File: src/rtl/accel_pkg.sv
// accel_pkg: shared widths, FSM states and timeout sentinel for the
// dot-product accelerator driver and the accelerator itself.
package accel_pkg;

  localparam int N_ELEM   = 8;
  localparam int DATA_W   = 32;
  localparam int RESULT_W = 64;
  localparam int N_WORDS  = 2 * N_ELEM;
  localparam int IDX_W    = $clog2(N_WORDS);

  typedef enum logic [2:0] {
    LOAD,
    START,
    WAIT,
    CAPTURE,
    OUT
  } state_t;

  localparam logic [RESULT_W-1:0] TIMEOUT_SENTINEL =
    64'h8000_0000_0000_0000;

endpackage

File: src/rtl/accel_driver_if.sv
// accel_driver_if: operand input stream and result output stream
// between the SoC stream logic (master) and the driver (slave).
interface accel_driver_if;
  import accel_pkg::*;

  logic                in_valid;
  logic                in_ready;
  logic [DATA_W-1:0]   in_data;
  logic                out_valid;
  logic                out_ready;
  logic [RESULT_W-1:0] out_data;

  modport master (
    output in_valid, in_data, out_ready,
    input  in_ready, out_valid, out_data
  );

  modport slave (
    input  in_valid, in_data, out_ready,
    output in_ready, out_valid, out_data
  );

endinterface

File: src/rtl/accel_watchdog.sv
// accel_watchdog: WAIT-state cycle counter; expired is high during the
// LIMIT-th consecutive enabled cycle after a clear.
module accel_watchdog #(
  parameter int LIMIT = 1024
) (
  input  logic clk,
  input  logic rst,
  input  logic clear,
  input  logic en,
  output logic expired
);

  localparam int CW = $clog2(LIMIT + 1);

  logic [CW-1:0] cnt;

  always_ff @(posedge clk) begin
    if (!rst || clear) begin
      cnt <= '0;
    end else if (en && !expired) begin
      cnt <= cnt + 1'b1;
    end
  end

  assign expired = en && (cnt == CW'(LIMIT - 1));

endmodule

File: src/rtl/accel_driver.sv
// accel_driver: loads 2*N_ELEM operand words, runs one accelerator job,
// returns the 64-bit result. Optional WAIT watchdog: ACCEL_TIMEOUT_EN.
module accel_driver
  import accel_pkg::*;
#(
  parameter int TIMEOUT_CYCLES = 1024
) (
  input  logic                          clk,
  input  logic                          rst,
  accel_driver_if.slave                 s,
  output logic                          acc_start,
  output logic [N_ELEM-1:0][DATA_W-1:0] acc_a,
  output logic [N_ELEM-1:0][DATA_W-1:0] acc_b,
  input  logic                          acc_done,
  input  logic [RESULT_W-1:0]           acc_result,
  output logic                          busy,
  output logic                          timeout_err
);

  localparam int EL_W = $clog2(N_ELEM);

  if (TIMEOUT_CYCLES < 1) begin : g_bad_cfg
    $error("accel_driver: TIMEOUT_CYCLES must be at least 1");
  end

  state_t              state;
  logic [IDX_W-1:0]    idx;
  logic                in_rdy;
  logic                out_vld;
  logic [RESULT_W-1:0] out_q;
  logic                wd_exp;

  assign s.in_ready  = in_rdy;
  assign s.out_valid = out_vld;
  assign s.out_data  = out_q;

`ifdef ACCEL_TIMEOUT_EN
  accel_watchdog #(
    .LIMIT (TIMEOUT_CYCLES)
  ) u_wd (
    .clk     (clk),
    .rst     (rst),
    .clear   (state == START),
    .en      (state == WAIT),
    .expired (wd_exp)
  );
`else
  assign wd_exp = 1'b0;
`endif

  always_ff @(posedge clk) begin
    if (!rst) begin
      state       <= LOAD;
      idx         <= '0;
      acc_a       <= '0;
      acc_b       <= '0;
      acc_start   <= 1'b0;
      in_rdy      <= 1'b0;
      out_vld     <= 1'b0;
      out_q       <= '0;
      busy        <= 1'b0;
      timeout_err <= 1'b0;
    end else begin
      acc_start <= 1'b0;
      unique case (state)
        LOAD: begin
          in_rdy <= 1'b1;
          if (s.in_valid && in_rdy) begin
            // Upper index bit selects the b half of the operand block.
            if (idx[EL_W]) acc_b[idx[EL_W-1:0]] <= s.in_data;
            else           acc_a[idx[EL_W-1:0]] <= s.in_data;
            if (idx == IDX_W'(N_WORDS - 1)) begin
              idx       <= '0;
              state     <= START;
              acc_start <= 1'b1;
              busy      <= 1'b1;
              in_rdy    <= 1'b0;
            end else begin
              idx <= idx + 1'b1;
            end
          end
        end
        START: state <= WAIT;
        WAIT: begin
          if (acc_done) begin
            state <= CAPTURE;
          end else if (wd_exp) begin
            out_q       <= TIMEOUT_SENTINEL;
            out_vld     <= 1'b1;
            timeout_err <= 1'b1;
            state       <= OUT;
          end
        end
        CAPTURE: begin
          out_q   <= acc_result;
          out_vld <= 1'b1;
          state   <= OUT;
        end
        OUT: begin
          if (s.out_ready) begin
            out_vld <= 1'b0;
            busy    <= 1'b0;
            in_rdy  <= 1'b1;
            state   <= LOAD;
          end
        end
        default: begin
          state   <= LOAD;
          busy    <= 1'b0;
          out_vld <= 1'b0;
          in_rdy  <= 1'b0;
        end
      endcase
    end
  end

endmodule

File: src/flat_wrapper.sv
// flat-port wrapper written by rule: the top's interface ports become plain ports
module accel_driver_flat import accel_pkg::*;
#(
  parameter int TIMEOUT_CYCLES = 1024
)
  (clk, rst, acc_start, acc_a, acc_b, acc_done, acc_result, busy, timeout_err, s_in_valid, s_in_data, s_out_ready, s_in_ready, s_out_valid, s_out_data);
  accel_driver_if s_i ();
  input  logic clk;
  input  logic rst;
  output logic acc_start;
  output logic [N_ELEM-1:0][DATA_W-1:0] acc_a;
  output logic [N_ELEM-1:0][DATA_W-1:0] acc_b;
  input  logic acc_done;
  input  logic [RESULT_W-1:0] acc_result;
  output logic busy;
  output logic timeout_err;
  input wire logic [$bits(s_i.in_valid)-1:0] s_in_valid;
  input wire logic [$bits(s_i.in_data)-1:0] s_in_data;
  input wire logic [$bits(s_i.out_ready)-1:0] s_out_ready;
  output wire logic [$bits(s_i.in_ready)-1:0] s_in_ready;
  output wire logic [$bits(s_i.out_valid)-1:0] s_out_valid;
  output wire logic [$bits(s_i.out_data)-1:0] s_out_data;
  assign s_i.in_valid = s_in_valid;
  assign s_i.in_data = s_in_data;
  assign s_i.out_ready = s_out_ready;
  assign s_in_ready = s_i.in_ready;
  assign s_out_valid = s_i.out_valid;
  assign s_out_data = s_i.out_data;
  accel_driver #(.TIMEOUT_CYCLES(TIMEOUT_CYCLES)) u_core (.clk(clk), .rst(rst), .s(s_i), .acc_start(acc_start), .acc_a(acc_a), .acc_b(acc_b), .acc_done(acc_done), .acc_result(acc_result), .busy(busy), .timeout_err(timeout_err));
endmodule
File: config.mk
export PLATFORM = sky130hd
export DESIGN_NAME = accel_driver_flat
export DESIGN_NICKNAME = d
export VERILOG_FILES = /design/src/rtl/accel_pkg.sv /design/src/rtl/accel_driver_if.sv /design/src/rtl/accel_watchdog.sv /design/src/rtl/accel_driver.sv /design/src/flat_wrapper.sv
export SDC_FILE = /design/constraint.sdc
export NUM_CORES = 1
export LEC_CHECK = 0
export CAP_MARGIN = 40
export CORE_AREA = 2 2 264 266
export CTS_BUF_LIST = sky130_fd_sc_hd__clkbuf_4 sky130_fd_sc_hd__clkbuf_8
export DETAILED_ROUTE_END_ITERATION = 8
export DIE_AREA = 0 0 266 268
export DONT_BUFFER_PORTS = 1
export PLACE_DENSITY = 0.42
export SLEW_MARGIN = 40
export SYNTH_ARGS = -nofsm -noshare
export SYNTH_HDL_FRONTEND = slang
export SYNTH_SLANG_ARGS = --single-unit
File: constraint.sdc
create_clock -name clk -period 2.3 [get_ports clk]
set_clock_uncertainty 0.2 [all_clocks]
set_input_delay 0.46 -clock clk [delete_from_list [all_inputs] [get_ports clk]]
set_output_delay 0.46 -clock clk [all_outputs]
set_load 0.02 [all_outputs]
* Word-level counts from Yosys, hierarchy flattened
Index checks and enable logic that the tools add are counted.
Word-level totals: bits of input ports 101, flip-flop bits (word level) 587, output and inout bits 581, word-level logic and storage cells 71
Cells by class: $lt $le $gt $ge 2, add/subtract/negate cells 1, bitwise gates (word level) 3, equal/unequal tests 9, reduce and logical (&&, ||, !) cells 13, muxes and demuxes 20
Operators with widths (number):
- bitwise mux 256 bit | 2
- demux 32 bit (select 3 bit) | 1
- two-way mux 32 bit | 1
- case mux 3 bit (5 select lines) | 1
- two-way mux 3 bit | 4
- case mux 1 bit (3 select lines) | 3
- AND reduction 3 bit | 3
- AND reduction 4 bit | 2
- two-way mux 1 bit | 7
- equality test 3 x 2 -> 1 bit (second input constant) | 2
- AND reduction 2 bit | 3
- OR reduction 3 bit | 2
- adder 4 x 1 -> 4 bit (second input constant) | 1
- equality test 4 bit (second input constant) | 1
- < comparator 3 x 4 -> 1 bit (second input constant) | 1
- two-way mux 4 bit | 1
- inequality test 2 x 1 -> 1 bit (second input constant) | 2
- inequality test 2 bit (second input constant) | 2
- equality test 3 x 1 -> 1 bit (second input constant) | 1
- equality test 3 bit (second input constant) | 1
- greater-or-equal comparator 3 x 1 -> 1 bit (second input constant) | 1
- logical NOT 3 bit | 1
- inverter 1 bit | 3
- logical AND 1 bit | 2

* Logic depth before layout (Yosys ltp)
Gate-level depths: netlist of the first run.
depth after elaboration 5, mapped depth 7, mapped depth without buffers 4

* Least setup slack after synthesis of the first run
OpenSTA, ideal clock, no wires.
path type reg-to-reg, start point register u_core.in_rdy, in the netlist u_core.s.in_ready, end point register u_core.acc_a[100] (netlist bit), setup slack 0.457 ns, path buffers 2, period minus slack after synthesis 1.843 ns, data required time 1.968 ns, data arrival time 1.510 ns, setup time 0.132 ns, stages on the path, launching flop included 6, cell sequence dfxtp_1 nor4bb_1 buf_2 nand3_2 buf_2 mux2i_1
On the way: word-level cells in the longest chain between the ends 2
Ends and longest elaborated chain:
- start: declaration | line accel_driver.sv:28 | logic in_rdy;
- start signal: assignment | line accel_driver.sv:58 | in_rdy <= 1'b0;
- start signal: assignment | line accel_driver.sv:67 | in_rdy <= 1'b1;
- start signal: assignment | line accel_driver.sv:77 | in_rdy <= 1'b0;
- logical AND 1 bit | line accel_driver.sv:68 | if (s.in_valid && in_rdy) begin
- AND reduction 3 bit (no source line)
- end signal: indexed assignment | line accel_driver.sv:71 | else acc_a[idx[EL_W-1:0]] <= s.in_data;
- end: declaration | line accel_driver.sv:12 | output logic [N_ELEM-1:0][DATA_W-1:0] acc_a,
Every way passes these cells. A chain may end at the register's enable or synchronous reset.

* Final worst setup path of the first run
start point register u_core.state[1], end point register u_core.out_q[7], in the netlist u_core.s.out_data[7]
On the way: word-level cells in the longest chain between the ends 1
Ends and longest elaborated chain:
- start: declaration | line accel_driver.sv:26 | state_t state;
- start signal: assignment | line accel_driver.sv:53 | state <= LOAD;
- start signal: assignment | line accel_driver.sv:74 | state <= START;
- start signal: assignment | line accel_driver.sv:83 | START: state <= WAIT;
- equality test 3 x 2 -> 1 bit | line accel_driver.sv:65 | unique case (state)
- end signal: assignment | line accel_driver.sv:95 | out_q <= acc_result;
- end: declaration | line accel_driver.sv:30 | logic [RESULT_W-1:0] out_q;
Every way passes these cells.

==> flow_summary.json, run 1 <==
{
  "status": "finished clean",
  "synthArstFlopShare_pct": 0,
  "setup_ws_ps": 81.17,
  "max_freq_mhz": 450.7,
  "finalNonFillerCells": 3630,
  "finalHoldViolations": 0,
  "synth_cells": 2078,
  "ys_types": 39,
  "die-area_um2": 71290,
  "synthSimpleGateAreaFrac_pct": 13.58,
  "drt-initial-drc-count": 919,
  "grt_remaining_overflow": 0,
  "dp.cells": 2847,
  "vdd_drop_max_uv": 450.6,
  "ys_ff_latch": 587,
  "grt_antenna_before_repair": 4,
  "place_hpwl_um": 50510,
  "worst_ep_arrival_time_ps": 2670,
  "fp.coreArea_um2": 68230,
  "final.min_clock_period_ps": 2219,
  "cts-root-buf": "clkbuf_8",
  "cts_tree": "yes",
  "yosys.area.top_type": "dfxtp_1",
  "synth_warnings": 0,
  "reg2reg_from": "u_core.state[1]",
  "setup_viol": 0,
  "cp-start-kind": "register",
  "num-nets-final": 2772,
  "synth_compound_area_share_pct": 2.755,
  "synth.area.top_cells": "dfxtp_1 (55%), mux2i_1 (24%), nand2_1 (12%)",
  "worstHoldStart": "s_in_data[6]",
  "grt_max_degree": 521,
  "cts.sinks": 587,
  "whs_path_depth": 2,
  "hold-path-endpoint": "u_core.acc_a[6]",
  "synthesis.area_um2": 21260,
  "ant_nets": 0,
  "num_io_pins": 682,
  "track_usage_pct": 22.65,
  "die_x_um": 266,
  "via_count": 17510,
  "synth-xor-area-share_pct": 0.04121,
  "fin_crit_sh_pct": 96.47,
  "routed_via_density": 4.823,
  "tns_ps": 0,
  "num_rows": 96,
  "netlist.area_leader.share_pct": 55.29,
  "avgSynthCellArea_um2": 10.23,
  "synth_edf_count": 0,
  "gp_congestion": 0.8179,
  "r2r-end": "u_core.s.out_data[7]",
  "clkTransAtPathRegs_ps": 60,
  "r2r_cells": 6,
  "drive_gt1_share_pct": 9.945,
  "rsz0062_at_grt": "no",
  "synth_mux_area_share_pct": 24.16,
  "grt_pass1_vias": 18230,
  "dpl_worst_slack_ps": 242.8,
  "synth_common_cells": "nand2_1 (676), dfxtp_1 (587), mux2i_1 (513), clkbuf_1 (108), a21boi_0 (66)",
  "first_pass_iters": 4,
  "cp_data_required_time_ps": 2750,
  "synth_flop_cell": "dfxtp_1",
  "synth_top_family_by_area": "multiplexers",
  "drc_errors": 0,
  "end_kind": "register",
  "seq_area_frac_synth_pct": 55.29,
  "routed_wl_um": 83880,
  "syn2layout_area_growth_pct": 43.04,
  "synth.most_common_cell": "nand2_1",
  "maxCapViolCount": 0,
  "cts_max_path_buffers": 3,
  "wl_per_cell_um": 23.11,
  "grt_pass1_wl_um": 120200,
  "whs_ps": 58.12,
  "start_util_pct": 31.15,
  "cp_max_fo": 33,
  "numPortBuffers": 0,
  "synth-adder-area-share_pct": 0.05887,
  "clk_latency_ps": 700,
  "power_density_nw_per_um2": 694.3,
  "cts_max_level": 3,
  "slew_headroom_pct": 21.70,
  "fp.dieH_um": 268,
  "regToRegSetupSlack_ps": 80,
  "cts_buffers": 102,
  "finalMaxSlewViolations": 0,
  "crit_type": "reg2reg",
  "synth.net_count": 2180,
  "hp-class": "in2reg",
  "worst_pin_slew_ps": 1175,
  "p_leak_uw": 0.01259
}
==> cells by family after synthesis <==
| group | count (synthesis) |
|---|---|
| AOI/OAI and AO/OA | 80 |
| xor gates and xnor gates | 1 |
| adders and majority gates | 1 |
| buffers and inverters | 176 |
| DFF | 587 |
| muxes | 513 |
| other | 1 |
| and+or+nand+nor | 719 |
==> worst max-delay path, cell delays in order (launching register included) <==
cell and delay (ps):
dfxtp_2 390, buf_4 180, and3b_2 290, buf_12 210
nand2_1 150, a21boi_0 180, dlygate4sd3_1 560
==> layer usage <==
metal  GRT usage, %  up-vias  part of all wire [%]
met5              0        -                     0
met4          9.642        0                   4.1
met3          9.118      175                   9.2
met2          38.76      572                    48
met1          24.87     8740                    38
li1               -     8019                     -
==> what timing repair did <==
item / CTS / global route
hold buffers: 597 / 0
buffers inserted: 0 / 3
resized for setup: 0 / 8
hold endpoints to repair: 587 / 0
setup endpoints to repair: 0 / 50
==> report_power, final <==
group | internal, uW | total [uW] | switching [uW]
clock | 5620 | 10100 | 4470
combinational | 289 | 712 | 423
sequential | 10200 | 10300 | 92.6
total | 16100 | 21100 | 4980
==> registers in the layout, indices dropped and copies added (netlist names) <==
signal and cells:
u_core.busy 1, u_core.s.in_ready 1, u_core.s.out_data 64, u_core.idx 4
u_core.state 3, u_core.s.out_valid 1, u_core.acc_start 1, u_core.acc_b 256
u_core.acc_a 256
==> layout make-up <==
| type | instances | area, um2 |
|---|---|---|
| sequential | 587 | 11760 |
| multi-input combinational | 1315 | 8682 |
| timing repair buffer | 663 | 6681 |
| clock buffer | 163 | 2037 |
| inverter | 1 | 3.754 |
| tap | 882 | 1104 |
| antenna | 3 | 7.507 |
| clock inverter | 16 | 130.1 |
| fill | 6502 | 37820 |
==> metrics by stage <==
stage	util, %	cell area [um2]	total power, uW
floorplan	-	21260	10890
global placement	32.49	22170	11020
detailed placement	32.49	22170	11030
CTS	44.45	30330	21380
global route	44.56	30400	21840
finish	44.56	30400	21110
==> worst max path at each step <==
stage	depth (start not counted)	to	from
detailed placement	6	u_core.acc_a[38]	u_core.s.in_ready
finish	6	u_core.s.out_data[7]	u_core.state[1]
floorplan	5	u_core.acc_a[100]	u_core.s.in_ready
CTS	6	u_core.acc_a[191]	u_core.s.in_ready
global route	6	u_core.acc_a[191]	u_core.s.in_ready
global placement	6	u_core.acc_a[38]	u_core.s.in_ready
==> cells in the final DEF, fill, tap and decap left out, types with 4 or more instances in the layout <==
| cell | count |
|---|---|
| nand3_2 | 9 |
| clkbuf_8 | 130 |
| buf_4 | 51 |
| mux2i_1 | 513 |
| a21boi_0 | 65 |
| nand2_1 | 676 |
| dfxtp_1 | 582 |
| dlygate4sd3_1 | 596 |
| dfxtp_2 | 5 |
| o21ai_0 | 4 |
| buf_12 | 14 |
| clkinv_2 | 8 |
| clkbuf_4 | 33 |
| clkinvlp_4 | 4 |
Note: power is estimated with default switching activity, not from simulation.
==> run 2: changes to the inputs <==
--- a/config.mk
+++ b/config.mk
@@ -6,12 +6,13 @@
 export NUM_CORES = 1
 export LEC_CHECK = 0
 export CAP_MARGIN = 40
-export CORE_AREA = 2 2 264 266
+export CORE_AREA = 2 2 266 268
 export CTS_BUF_LIST = sky130_fd_sc_hd__clkbuf_4 sky130_fd_sc_hd__clkbuf_8
+export CTS_CLUSTER_SIZE = 28
 export DETAILED_ROUTE_END_ITERATION = 8
-export DIE_AREA = 0 0 266 268
+export DIE_AREA = 0 0 268 270
 export DONT_BUFFER_PORTS = 1
-export PLACE_DENSITY = 0.42
+export PLACE_DENSITY = 0.41
 export SLEW_MARGIN = 40
 export SYNTH_ARGS = -nofsm -noshare
 export SYNTH_HDL_FRONTEND = slang
==> run 2 against run 1 <==
Global-route usage fell by 0.33 points; clock power barely moved; routed wire length fell by 0.92%.
==> flow_summary.json, run 2 (synthesis results as in run 1) <==
{
  "status": "finished clean",
  "num_rows": 97,
  "num-nets-final": 2777,
  "cp_data_required_time_ps": 2670,
  "routed_wl_um": 83110,
  "fin_crit_sh_pct": 96.26,
  "p_comb_share_pct": 3.3,
  "drive_gt1_share_pct": 9.938,
  "finalMaxSlewViolations": 0,
  "clkTransAtPathRegs_ps": 60,
  "grt_pass1_wl_um": 120300,
  "drt-initial-drc-count": 727,
  "die-area_um2": 72360,
  "p_switching_uw": 4909,
  "numPortBuffers": 0,
  "cts.sinks": 587,
  "first_pass_iters": 4,
  "via_count": 17480,
  "track_usage_pct": 22.33,
  "hp-class": "in2reg",
  "end_kind": "register",
  "die_x_um": 268,
  "cts_tree": "yes",
  "worst_ep_arrival_time_ps": 2580,
  "place_hpwl_um": 49930,
  "switching_share_pct": 23.36,
  "grt_pass1_vias": 18190,
  "setup_viol": 0,
  "crit_type": "reg2reg",
  "p_int_uw": 16110,
  "grt_remaining_overflow": 0,
  "maxCapViolCount": 0,
  "syn2layout_area_growth_pct": 43.58,
  "slew_headroom_pct": 41.11,
  "tns_ps": 0,
  "fillers": 6704,
  "finalHoldViolations": 0,
  "wl_per_cell_um": 22.53,
  "dp.cells": 2904,
  "fp.dieH_um": 270,
  "cp-start-kind": "register",
  "cts_max_level": 3,
  "final_cell_mix": "nand2_1 (676), dlygate4sd3_1 (599), dfxtp_1 (582)",
  "rsz0062_at_grt": "no",
  "fp.coreArea_um2": 69540,
  "start_util_pct": 30.56,
  "drc_errors": 0,
  "mostFrequentLayoutCell": "nand2_1",
  "p_leak_uw": 0.01261,
  "p_clk_share_pct": 47.6,
  "clk_latency_ps": 670,
  "worst_pin_slew_ps": 883.3,
  "final.min_clock_period_ps": 2214,
  "grt_max_degree": 527,
  "cts_max_path_buffers": 3,
  "gp_congestion": 0.7802,
  "cts-root-buf": "clkbuf_8",
  "max_freq_mhz": 451.7,
  "power_density_nw_per_um2": 688.6,
  "num_io_pins": 682,
  "grt_antenna_before_repair": 3,
  "cts_buffers": 101,
  "vdd_drop_max_uv": 414.8,
  "cp_max_fo": 8,
  "routed_via_density": 4.739,
  "fin_util_pct": 43.89,
  "ant_nets": 0,
  "seqPwrFrac_pct": 49.1,
  "finalNonFillerCells": 3689
}
## run 2: cell types whose count changed in the layout (fill, tap and decap cells not counted), moves of 2 or more
cell,previous run,this run
inv_8,1,3
dlygate4sd3_1,596,599
clkinvlp_4,4,1
clkbuf_4,33,35
clkbuf_8,130,126
## run 2: routing by layer
metal	track usage, %	vias up	wire [um]
met5	0	-	0
met4	8.968	0	3080
met3	9.272	165	8154
met2	38.46	567	40690
met1	24.06	8719	31190
li1	-	8031	-
## run 2: final timing paths
path                     from                to  slack [ps]  depth (start not counted)
min                s_in_valid     u_core.idx[3]         100                          3
max           u_core.state[0]     u_core.idx[3]          90                          5
min reg2reg  u_core.acc_b[21]  u_core.acc_b[21]         370                          2
max reg2reg   u_core.state[0]     u_core.idx[3]          90                          5
## run 2: what timing repair did
action	4_1_cts	5_1_grt
setup endpoints to repair	0	67
hold endpoints to repair	587	2
hold buffers	599	1
setup buffers	0	6
resized for setup	0	12
## run 2: final cells by class
cell class	count	area [um2]	share of cell area [%]
diodes	2	5.005	0.01640
multi-input cells	1315	8678	28.44
flip-flops and latches	587	11760	38.53
clock inverters	14	127.6	0.4182
repair buffers	669	6771	22.19
inverters	1	3.754	0.01230
clock buffers	161	1997	6.543
well taps	940	1176	3.854
## run 2: worst max-delay path, cell delays in order, from the launching register on
cell and delay (ps):
dfxtp_2 360, buf_4 170, or2_2 330, o41ai_1 410, dlygate4sd3_1 610, nor2_1 40
## run 2: power groups by stage
stage                     registers (uW)  logic [uW]  clock network, uW
final                              10300         699              10000
after global routing               10300         742              10700
after CTS                          10300         705              10300
after detailed placement           10500         490                  0
after global placement             10500         488                  0
after floorplan                    10500         375                  0
## run 2: metrics by stage
stage / setup WS (ps) / area (um2) / total power [uW] / hold slack, ps
after floorplan: 457.5 / 21260 / 10890 / 314.1
after global placement: 330.1 / 22260 / 11020 / 327.4
after detailed placement: 256.2 / 22260 / 11030 / 349.8
after CTS: 29.52 / 30400 / 21300 / 5.832
after global routing: 0.1987 / 30520 / 21780 / 2.897
final: 85.94 / 30520 / 21010 / 102.1
==> run 3: changes to the inputs <==
--- a/config.mk
+++ b/config.mk
@@ -5,7 +5,7 @@
 export SDC_FILE = /design/constraint.sdc
 export NUM_CORES = 1
 export LEC_CHECK = 0
-export CAP_MARGIN = 40
+export CAP_MARGIN = 0
 export CORE_AREA = 2 2 266 268
 export CTS_BUF_LIST = sky130_fd_sc_hd__clkbuf_4 sky130_fd_sc_hd__clkbuf_8
 export CTS_CLUSTER_SIZE = 28
==> results of run 3 <==
Same layout as run 2: the final DEF is identical, and so are final timing and power.
